**src/rtl/instr_fetch_if.sv**
```systemverilog
// -----------------------------------------------------------------------------
// instr_fetch_if
// Single-word instruction memory handshake between the fetch stage and memory.
//   imem_req   : fetch request, held high until imem_ack
//   imem_addr  : fetch address, valid while imem_req is high
//   imem_rdata : instruction word, valid only when imem_ack is high
//   imem_ack   : memory response, may arrive in the same cycle as imem_req
// Modports: master = fetch stage, slave = instruction memory.
// -----------------------------------------------------------------------------
interface instr_fetch_if #(
   parameter int PC_W    = 8,
   parameter int INSTR_W = 8
);
   logic               imem_req;
   logic [PC_W-1:0]    imem_addr;
   logic [INSTR_W-1:0] imem_rdata;
   logic               imem_ack;

   modport master (output imem_req, imem_addr, input imem_rdata, imem_ack);
   modport slave  (input imem_req, imem_addr, output imem_rdata, imem_ack);
endinterface

```
**src/rtl/instr_fetch.sv**
```systemverilog
// -----------------------------------------------------------------------------
// instr_fetch
// Instruction fetch / sequencing stage. Holds the PC, fetches one word per
// request over the bus handshake, latches it into the instruction register and
// presents op/ra/rb to the control unit. Stalls on back-pressure and redirects
// the PC for branches/jumps resolved downstream.
//
// Ports:
//   clk, rst          : clock, synchronous active-high reset
//   bus (master)      : instruction memory handshake (instr_fetch_if)
//   stall             : downstream not ready, freezes current instruction
//   redirect          : taken branch/jump strobe
//   redirect_pc       : redirect target, valid with redirect
//   op, ra, rb        : opcode and register fields of ir
//   instr_valid       : op/ra/rb hold a live instruction
//   pc                : address of the instruction currently in ir
//   fetch_err         : sticky ack-watchdog error (IF_TIMEOUT_EN only)
//
// Build option IF_TIMEOUT_EN: adds an ack watchdog. After TIMEOUT request
// cycles without ack, fetch_err is set, imem_req drops for one cycle and the
// same pc is re-requested.
// -----------------------------------------------------------------------------
module instr_fetch #(
   parameter int              OP      = 4,
   parameter int              INSTR_W = 8,
   parameter int              PC_W    = 8,
   parameter logic [PC_W-1:0] RST_PC  = '0
`ifdef IF_TIMEOUT_EN
   ,
   parameter int              TIMEOUT = 16
`endif
) (
   input  logic               clk,
   input  logic               rst,
   instr_fetch_if.master      bus,
   input  logic               stall,
   input  logic               redirect,
   input  logic [PC_W-1:0]    redirect_pc,
   output logic [OP-1:0]      op,
   output logic [1:0]         ra,
   output logic [1:0]         rb,
   output logic               instr_valid,
   output logic [PC_W-1:0]    pc
`ifdef IF_TIMEOUT_EN
   ,
   output logic               fetch_err
`endif
);

   typedef enum logic [1:0] {IDLE, REQ, HOLD} state_t;

   state_t             state, state_nxt;
   logic [PC_W-1:0]    pc_q, pc_nxt;
   logic [PC_W-1:0]    pend_pc, pend_pc_nxt;
   logic               redir_pend, redir_pend_nxt;
   logic [INSTR_W-1:0] ir, ir_nxt;
   logic               vld, vld_nxt;
   logic               req_on;
   logic               ack;

`ifdef IF_TIMEOUT_EN
   localparam int CNT_W = $clog2(TIMEOUT + 1);
   logic [CNT_W-1:0]   wait_cnt, wait_cnt_nxt;
   logic               backoff, backoff_nxt;
   logic               err_q, err_nxt;

   // Request is purely a function of registered state: no path from ack/stall.
   assign req_on    = (state == REQ) && !backoff;
   assign fetch_err = err_q;
`else
   assign req_on    = (state == REQ);
`endif

   assign bus.imem_req  = req_on;
   assign bus.imem_addr = pc_q;
   // An ack is only meaningful while we are actually requesting.
   assign ack           = bus.imem_ack & req_on;

   assign op          = ir[INSTR_W-1 -: OP];
   assign ra          = ir[3:2];
   assign rb          = ir[1:0];
   assign instr_valid = vld;
   assign pc          = pc_q;

   always_ff @(posedge clk) begin
      if (rst) begin
         state      <= IDLE;
         pc_q       <= RST_PC;
         pend_pc    <= '0;
         redir_pend <= 1'b0;
         ir         <= '0;
         vld        <= 1'b0;
`ifdef IF_TIMEOUT_EN
         wait_cnt   <= '0;
         backoff    <= 1'b0;
         err_q      <= 1'b0;
`endif
      end else begin
         state      <= state_nxt;
         pc_q       <= pc_nxt;
         pend_pc    <= pend_pc_nxt;
         redir_pend <= redir_pend_nxt;
         ir         <= ir_nxt;
         vld        <= vld_nxt;
`ifdef IF_TIMEOUT_EN
         wait_cnt   <= wait_cnt_nxt;
         backoff    <= backoff_nxt;
         err_q      <= err_nxt;
`endif
      end
   end

   always_comb begin
      state_nxt      = state;
      pc_nxt         = pc_q;
      pend_pc_nxt    = pend_pc;
      redir_pend_nxt = redir_pend;
      ir_nxt         = ir;
      vld_nxt        = vld;
`ifdef IF_TIMEOUT_EN
      wait_cnt_nxt   = wait_cnt;
      backoff_nxt    = backoff;
      err_nxt        = err_q;
`endif
      case (state)
         IDLE: begin
            state_nxt = REQ;
`ifdef IF_TIMEOUT_EN
            wait_cnt_nxt = '0;
`endif
         end
         REQ: begin
            if (ack) begin
`ifdef IF_TIMEOUT_EN
               wait_cnt_nxt = '0;
`endif
               if (redirect) begin
                  // Same-cycle redirect beats both the data and any pending target.
                  pc_nxt         = redirect_pc;
                  redir_pend_nxt = 1'b0;
               end else if (redir_pend) begin
                  // Word belongs to the wrong path: drop it and refetch the target.
                  pc_nxt         = pend_pc;
                  redir_pend_nxt = 1'b0;
               end else begin
                  ir_nxt    = bus.imem_rdata;
                  vld_nxt   = 1'b1;
                  state_nxt = HOLD;
               end
            end else begin
               // The outstanding request cannot be withdrawn; remember the target.
               if (redirect) begin
                  pend_pc_nxt    = redirect_pc;
                  redir_pend_nxt = 1'b1;
               end
`ifdef IF_TIMEOUT_EN
               if (backoff) begin
                  backoff_nxt = 1'b0;
               end else if (wait_cnt == CNT_W'(TIMEOUT - 1)) begin
                  err_nxt      = 1'b1;
                  backoff_nxt  = 1'b1;
                  wait_cnt_nxt = '0;
               end else begin
                  wait_cnt_nxt = wait_cnt + CNT_W'(1);
               end
`endif
            end
         end
         HOLD: begin
            // While stalled, redirect is ignored (downstream must not send one).
            if (!stall) begin
               pc_nxt    = redirect ? redirect_pc : pc_q + PC_W'(1);
               vld_nxt   = 1'b0;
               state_nxt = REQ;
`ifdef IF_TIMEOUT_EN
               wait_cnt_nxt = '0;
`endif
            end
         end
         default: state_nxt = IDLE;
      endcase
   end

endmodule

```
**src/flat_wrapper.sv**
```systemverilog
// flat-port wrapper written by rule: the top's interface ports become plain ports
module instr_fetch_flat 
#(
   parameter int              OP      = 4,
   parameter int              INSTR_W = 8,
   parameter int              PC_W    = 8,
   parameter logic [PC_W-1:0] RST_PC  = '0

)
  (clk, rst, stall, redirect, redirect_pc, op, ra, rb, instr_valid, pc, bus_imem_req, bus_imem_addr, bus_imem_rdata, bus_imem_ack);
  instr_fetch_if #(.PC_W(PC_W), .INSTR_W(INSTR_W)) bus_i ();
  input  logic clk;
  input  logic rst;
  input  logic stall;
  input  logic redirect;
  input  logic [PC_W-1:0] redirect_pc;
  output logic [OP-1:0] op;
  output logic [1:0] ra;
  output logic [1:0] rb;
  output logic instr_valid;
  output logic [PC_W-1:0] pc;
  output wire logic [$bits(bus_i.imem_req)-1:0] bus_imem_req;
  output wire logic [$bits(bus_i.imem_addr)-1:0] bus_imem_addr;
  input wire logic [$bits(bus_i.imem_rdata)-1:0] bus_imem_rdata;
  input wire logic [$bits(bus_i.imem_ack)-1:0] bus_imem_ack;
  assign bus_imem_req = bus_i.imem_req;
  assign bus_imem_addr = bus_i.imem_addr;
  assign bus_i.imem_rdata = bus_imem_rdata;
  assign bus_i.imem_ack = bus_imem_ack;
  instr_fetch #(.OP(OP), .INSTR_W(INSTR_W), .PC_W(PC_W), .RST_PC(RST_PC)) u_core (.clk(clk), .rst(rst), .bus(bus_i), .stall(stall), .redirect(redirect), .redirect_pc(redirect_pc), .op(op), .ra(ra), .rb(rb), .instr_valid(instr_valid), .pc(pc));
endmodule
```
**config.mk**
```make
export PLATFORM = sky130hd
export DESIGN_NAME = instr_fetch_flat
export DESIGN_NICKNAME = d
export VERILOG_FILES = /design/src/rtl/instr_fetch_if.sv /design/src/rtl/instr_fetch.sv /design/src/flat_wrapper.sv
export SDC_FILE = /design/constraint.sdc
export NUM_CORES = 1
export LEC_CHECK = 0
export CORE_MARGIN = 2
export CORE_UTILIZATION = 30
export CTS_BUF_LIST = sky130_fd_sc_hd__clkbuf_16
export CTS_CLUSTER_DIAMETER = 60
export DETAILED_ROUTE_END_ITERATION = 8
export GPL_TIMING_DRIVEN = 0
export PLACE_DENSITY = 0.53
export SLEW_MARGIN = 20
export SYNTH_ARGS = -nofsm -noshare
export SYNTH_HDL_FRONTEND = slang
export SYNTH_SLANG_ARGS = --single-unit
```
**constraint.sdc**
```tcl
create_clock -name clk -period 1.99 [get_ports clk]
set_input_delay 0.597 -clock clk [delete_from_list [all_inputs] [get_ports clk]]
set_output_delay 0.597 -clock clk [all_outputs]
set_load 0.01 [all_outputs]
```
==> results.py <==
metrics = {
    "critical_path": {
        "critPathMaxFanout": 9,
        "slowest_delay_ps": 520,
        "r2r_end": "u_core.bus.imem_addr[4]$_SDFFE_PP0P_",
        "worstSetupStartpointType": "flip-flop",
        "rr_worst_depth": 5,
        "arrival_ps": 1360,
        "path_cells": "buf_4, clkdlybuf4s50_1",
        "slowest_stage": "clkdlybuf4s50_1",
        "worstPathRequired_ps": 1390,
        "path_class": "reg -> out",
        "reg2reg_setup_slack_ps": 340,
        "worstSetupEndpointType": "output pin",
        "reg2reg_from": "u_core.bus.imem_addr[0]$_SDFFE_PP0P_",
    },
    "power": {
        "p_sw_share_pct": 24.4,
        "ir_worst_vdd_mv": 0.421,
        "seq_power_share_pct": 46.9,
        "pwr-share-comb_pct": 17.6,
        "power.share.clock_pct": 35.5,
        "p_switching_w": 0.000319,
        "power.density_nw_per_um2": 634,
        "p_int_w": 0.000987,
        "p_leak_nw": 0.805,
    },
    "logic_synthesis": {
        "syn_inst": 159,
        "async_flop_share_pct": 0,
        "synth_area_um2": 1420,
        "syn-num-nets": 181,
        "ys_seq_area_share_pct": 39.4,
        "synth-edff-count": 0,
        "ys.flop_type": "dfxtp_1",
        "avgSynthCellArea_um2": 8.95,
        "synth-seq-cells": 28,
        "yosys_warnings": 0,
        "yosysUniqueCellTypes": 40,
    },
    "floorplan": {
        "core_region_area_um2": 4660,
        "fp-row-count": 25,
        "start_util_pct": 30.5,
        "die_area_um2": 5310,
        "io_pins": 47,
        "die_y_um": 72.9,
        "die_w_um": 72.9,
    },
    "clocking": {
        "ctsLongestPathBuffers": 2,
        "cts_buffers": 3,
        "cts.sinks": 28,
        "cts_tree": "built",
        "htree_levels": 1,
        "insertion_delay_ps": 260,
        "cts_root_buf": "clkbuf_16",
        "path_clk_slew_ps": 70,
    },
    "min_path": {
        "worstHoldEndpoint": "u_core.pend_pc[6]$_SDFFE_PP0P_",
        "hold_depth": 2,
        "min_from": "u_core.pend_pc[6]$_SDFFE_PP0P_",
        "hp-class": "reg -> reg",
    },
    "final_layout": {
        "final_area_um2": 2060,
        "fin_util_pct": 44.2,
        "drive_above_1_share_pct": 16.7,
        "fin_cells": 264,
        "fillCellCount": 450,
        "syn_to_final_growth_pct": 44.9,
        "antenna_cells": 0,
        "final_nets": 233,
    },
    "routing": {
        "drcViolationCount": 0,
        "avgRoutedWirePerCell_um": 14.3,
        "first_pass_iters": 4,
        "vias_per_cell": 5.06,
        "dr.first_iter.drc_count": 93,
        "vias": 1336,
        "drt-total-wl_um": 3780,
        "ant_nets": 0,
    },
    "placed_design": {
        "port_buffers": 45,
        "place_area_um2": 1940,
        "post-place-ws_ps": -217,
        "hpwl_um": 2730,
        "gp_congestion": 0.769,
        "placedCellCount": 258,
    },
    "timing": {
        "fin_crit_sh_pct": 98.3,
        "maxSlewHeadroom_pct": 63.7,
        "setup_viol": 0,
        "hold_violations": 0,
        "grt_setup_unrepaired": "false",
        "finalClockSkew_ps": 3.69,
        "tightestPinTransition_ps": 544,
        "setup_ws_ps": 33.5,
        "timing.fmax_ghz": 0.511,
        "slew_violations": 0,
        "min_period_ps": 1960,
    },
    "global_route": {
        "grt_pass1_vias": 1273,
        "globalRoute.totalOverflow": 0,
        "met1_usage_pct": 18.0,
        "antenna_found_initial": 0,
        "grt_max_degree": 16,
        "met3_usage_pct": 3.04,
        "use_met2_pct": 24.9,
        "grtUsageTotal_pct": 14.8,
        "top_usage_layer": "met2",
        "grt_pass1_wl_um": 6070,
    },
    "status": {
        "outcome": "finished, final reports clean",
    },
    "job": {
        "drv_cap": 0,
    },
}
-- logic make-up after synthesis --
kind of cell	after synthesis	synth area share [%]
DFF	28	39.4
AOI/OAI and AO/OA	30	15.2
muxes	19	13.5
adders and majority gates	1	0.879
buffers and inverters	21	9.76
xor gates and xnor gates	3	1.85
and+or+nand+nor	57	19.4
-- critical path: cells and delay by family (launching register included) --
family | cells | cell delay [ps]
flops | 1 | 440
buf+inv | 2 | 660
-- worst max-delay path by stage --
stage	startpoint	end	depth (start not counted)
final	u_core.bus.imem_addr[0]$_SDFFE_PP0P_	pc[0]	2
after global routing	u_core.bus.imem_addr[5]$_SDFFE_PP0P_	pc[5]	2
after CTS	u_core.bus.imem_addr[4]$_SDFFE_PP0P_	pc[4]	2
after detailed placement	redirect	u_core.bus.imem_addr[7]$_SDFFE_PP0P_	7
after global placement	redirect	u_core.bus.imem_addr[7]$_SDFFE_PP0P_	7
after floorplan	redirect	u_core.bus.imem_addr[0]$_SDFFE_PP0P_	4
-- synthesized netlist by cell type (2+ instances only) --
library cell | n | area, um^2
dfxtp_1 | 28 | 561
nor2_1 | 28 | 105
mux2i_1 | 18 | 180
buf_4 | 11 | 82.6
nand2_1 | 10 | 37.5
o21ai_0 | 5 | 25.0
a21oi_1 | 4 | 20.0
nand3_1 | 4 | 20.0
a211o_1 | 3 | 26.3
a211oi_1 | 3 | 22.5
a311oi_1 | 3 | 26.3
a31oi_1 | 3 | 18.8
buf_2 | 3 | 15.0
clkbuf_1 | 3 | 11.3
nor4_1 | 3 | 18.8
buf_6 | 2 | 22.5
inv_1 | 2 | 7.51
nor3b_1 | 2 | 15.0
o211ai_1 | 2 | 15.0
xor2_1 | 2 | 17.5
-- metal layers --
layer | part of all wire, % | wire, um
met1 | 43 | 1630
met2 | 50 | 1900
met3 | 5.2 | 196
met4 | 1.6 | 60
met5 | 0 | 0
-- registers in the layout (all words and copies together), names as in the netlist --
| signal | cells |
|---|---|
| u_core.instr_valid | 1 |
| u_core.pend_pc | 8 |
| u_core.state | 2 |
| u_core.ir | 8 |
| u_core.redir_pend | 1 |
| u_core.bus.imem_addr | 8 |
-- timing repair --
item | CTS | global route
resized for setup | 7 | 7
hold buffers | 0 | 0
pin swaps | 0 | 1
endpoints found under the setup margin | 7 | 4
setup buffers | 0 | 2
-- power by group through the flow --
stage                     sequential [W]  combinational (W)  clock (W)
after floorplan                 0.000622           0.000113          0
after global placement          0.000621           0.000226          0
after detailed placement        0.000623           0.000229          0
after CTS                       0.000611           0.000229   0.000475
after global routing            0.000616           0.000250   0.000499
final                           0.000612           0.000230   0.000463
-- area by class of cell --
type | count | area (um^2) | area share [%]
sequential | 28 | 571 | 27.7
buffer | 19 | 138 | 6.68
clock buffer | 3 | 75.1 | 3.64
timing repair buffer | 47 | 467 | 22.6
multi-input combinational | 110 | 732 | 35.5
tap | 54 | 67.6 | 3.28
clock inverter | 1 | 3.75 | 0.182
inverter | 2 | 7.51 | 0.364
-- cells in the final DEF (no fill, tap or decap), types with 2 or more instances in the layout --
master / count
clkdlybuf4s50_1: 43
a31oi_1: 3
clkbuf_1: 3
dfxtp_1: 20
inv_1: 2
a21oi_1: 4
o211ai_1: 2
buf_6: 3
xor2_1: 2
buf_2: 2
buf_4: 13
nor2_1: 28
nand2_1: 10
a211oi_1: 3
a211o_1: 3
a311oi_1: 3
clkbuf_16: 3
nor4_1: 3
dfxtp_2: 8
mux2i_1: 18
nand3_1: 4
o21ai_0: 5
nor3b_1: 2
-- metrics by stage --
step	hold slack (ps)	setup TNS, ps	power [W]
after CTS	494	0	0.00131
after global placement	469	-1720	0.000847
after global routing	526	0	0.00137
after floorplan	452	0	0.000735
final	492	0	0.00131
after detailed placement	477	-1980	0.000851
Power figures use the tool's default switching activity.
==> patch (same flow settings) <==
Make the reset (`rst`) asynchronous in one clocked block. Comments in the files are not updated.
--- a/src/rtl/instr_fetch.sv
+++ b/src/rtl/instr_fetch.sv
@@ -84,3 +84,3 @@
 
-   always_ff @(posedge clk) begin
+   always_ff @(posedge clk or posedge rst) begin
       if (rst) begin
Check against the original RTL: differs if rst is asserted again (counterexample within 4 cycles, from zero or initial values and one cycle with rst high); with rst held inactive, the same outputs for 10 cycles.
==> patch against the original RTL <==
Via count shrank 11%; synthesized area grew 3.5%; core utilization grew 1.5 points; clock skew shrank 0.98 ps; wire length shrank 9.3%; sequential cell count is the same; worst setup slack gained 33 ps; fmax grew 1.7%; final cell count shrank 3.8%; cell area grew 4.8%; critical path type unchanged; largest cell class is now sequential cells; highest routed layer unchanged.
Power is not compared: it rests on default switching activity, and its combinational part moved more than twofold at a synthesized area within 25%.
==> patch: results <==
export IMPL_crit_path_start="u_core.bus.imem_addr[6]$_DFFE_PP0P_"
export IMPL_grt_use_met2_pct=21.43
export IMPL_ctsRootBufferMaster="clkbuf_16"
export IMPL_clk_latency_ps=270
export IMPL_cp_max_fo=5
export IMPL_seq_area_frac_synth_pct=47.58
export IMPL_vdd_drop_max_uv=539.8
export IMPL_h_tree_depth=1
export IMPL_dr_wl_met2_mm=1.577
export IMPL_wl_met1_mm=1.525
export IMPL_cp_slowest_stage_delay_ps=520
export IMPL_syn_num_nets=152
export IMPL_fin_nets=210
export IMPL_highest_layer="met4"
export IMPL_dr_pass1_iters=4
export IMPL_hpwlAfterDp_mm=2.449
export IMPL_gp_congestion=0.7440
export IMPL_fin_skew_ps=2.711
export IMPL_placed_area_um2=2017
export IMPL_cts_buffer_depth=2
export IMPL_grtUsageTotal_pct=13.60
export IMPL_num_vias=1193
export IMPL_grt_pass1_wl_mm=5.595
export IMPL_grt_start_max_net_pins=29
export IMPL_yosysWarnings=0
export IMPL_slew_headroom_pct=58.87
export IMPL_synthArstFlopShare_pct=100.0
export IMPL_cpMaxStageDelayCell="clkdlybuf4s50_1"
export IMPL_hp_start="u_core.pend_pc[6]$_DFFE_PP0P_"
export IMPL_netlist_instances=130
export IMPL_p_leak_nw=0.9105
export IMPL_cts_buffers=3
export IMPL_dp_slack_ps=-260.8
export IMPL_drt_wirelength_per_cell_um=13.51
export IMPL_synth_commonest_cells="28 x dfrtp_1, 17 x mux2_2, 12 x nor2_1"
export IMPL_avgViaCountPerCell=4.697
export IMPL_met3_usage_pct=4.336
export IMPL_placed_cells=243
export IMPL_ys_types=33
export IMPL_hold_path_class="register to register"
export IMPL_drive_above_1_share_pct=31.55
export IMPL_wl_met3_um=271
export IMPL_numPortBuffers=46
export IMPL_drt_iter0_markers=48
export IMPL_num_antenna_cells=0
export IMPL_synth_area_leaders="dfrtp_1 48%, mux2_2 13%, buf_4 4.6%"
export IMPL_antenna_found_initial=0
export IMPL_use_met1_pct=17.38
export IMPL_cp_arrival_ps=1330
export IMPL_cts_clk_slew_worst_paths_ps=70
export IMPL_worstReg2RegStart="u_core.bus.imem_addr[0]$_DFFE_PP0P_"
export IMPL_grt_pass1_vias=1149
export IMPL_power_switching_mw=1.052
export IMPL_status="finished clean"
-- patch: cell type report --
type	count	area, um2
sequential	28	708.2
timing repair buffer	53	514.2
inverter	4	15.01
fill	442	2564
tap	67	83.83
clock buffer	3	75.07
buffer	13	111.4
clock inverter	1	3.754
multi-input combinational	85	648.1
-- patch: worst paths after layout --
path                                                  endpoint  slack (ps)  depth (start not counted)
min                              u_core.pend_pc[6]$_DFFE_PP0P_         500                          1
min reg2reg                      u_core.pend_pc[6]$_DFFE_PP0P_         500                          1
max in group asynchronous  u_core.bus.imem_addr[2]$_DFFE_PP0P_         820                          2
max reg2reg                u_core.bus.imem_addr[6]$_DFFE_PP0P_         330                          5
min in group asynchronous             u_core.ir[2]$_DFFE_PP0P_         730                          2
max                                                      pc[6]          70                          2
-- patch: power by group through the flow --
stage / clock network [mW] / registers (mW) / logic [mW]
after floorplan: 0 / 1.15 / 0.786
after global placement: 0 / 1.11 / 1.52
after detailed placement: 0 / 1.12 / 1.54
after CTS: 0.484 / 1.12 / 1.54
after global routing: 0.502 / 1.15 / 1.80
final: 0.466 / 1.10 / 1.65
-- patch: critical path, delay by kind of cell (launching register included) --
kind / cells / cell delay (ps)
buffers and inverters: 2 / 650
DFF: 1 / 420
-- patch: repair_timing --
item | in CTS | in global routing
setup buffers | 0 | 7
pin swaps | 0 | 1
setup endpoints to repair | 4 | 13
resized for setup | 4 | 6
-- patch: logic make-up after synthesis --
family	count (synthesis)	share of synthesized area (%)
and+or+nand+nor	38	13.68
DFF	28	47.58
AOI/OAI and AO/OA	25	13.85
muxes	18	13.68
buffers and inverters	17	8.580
xor gates and xnor gates	3	1.785
adders and majority gates	1	0.8495
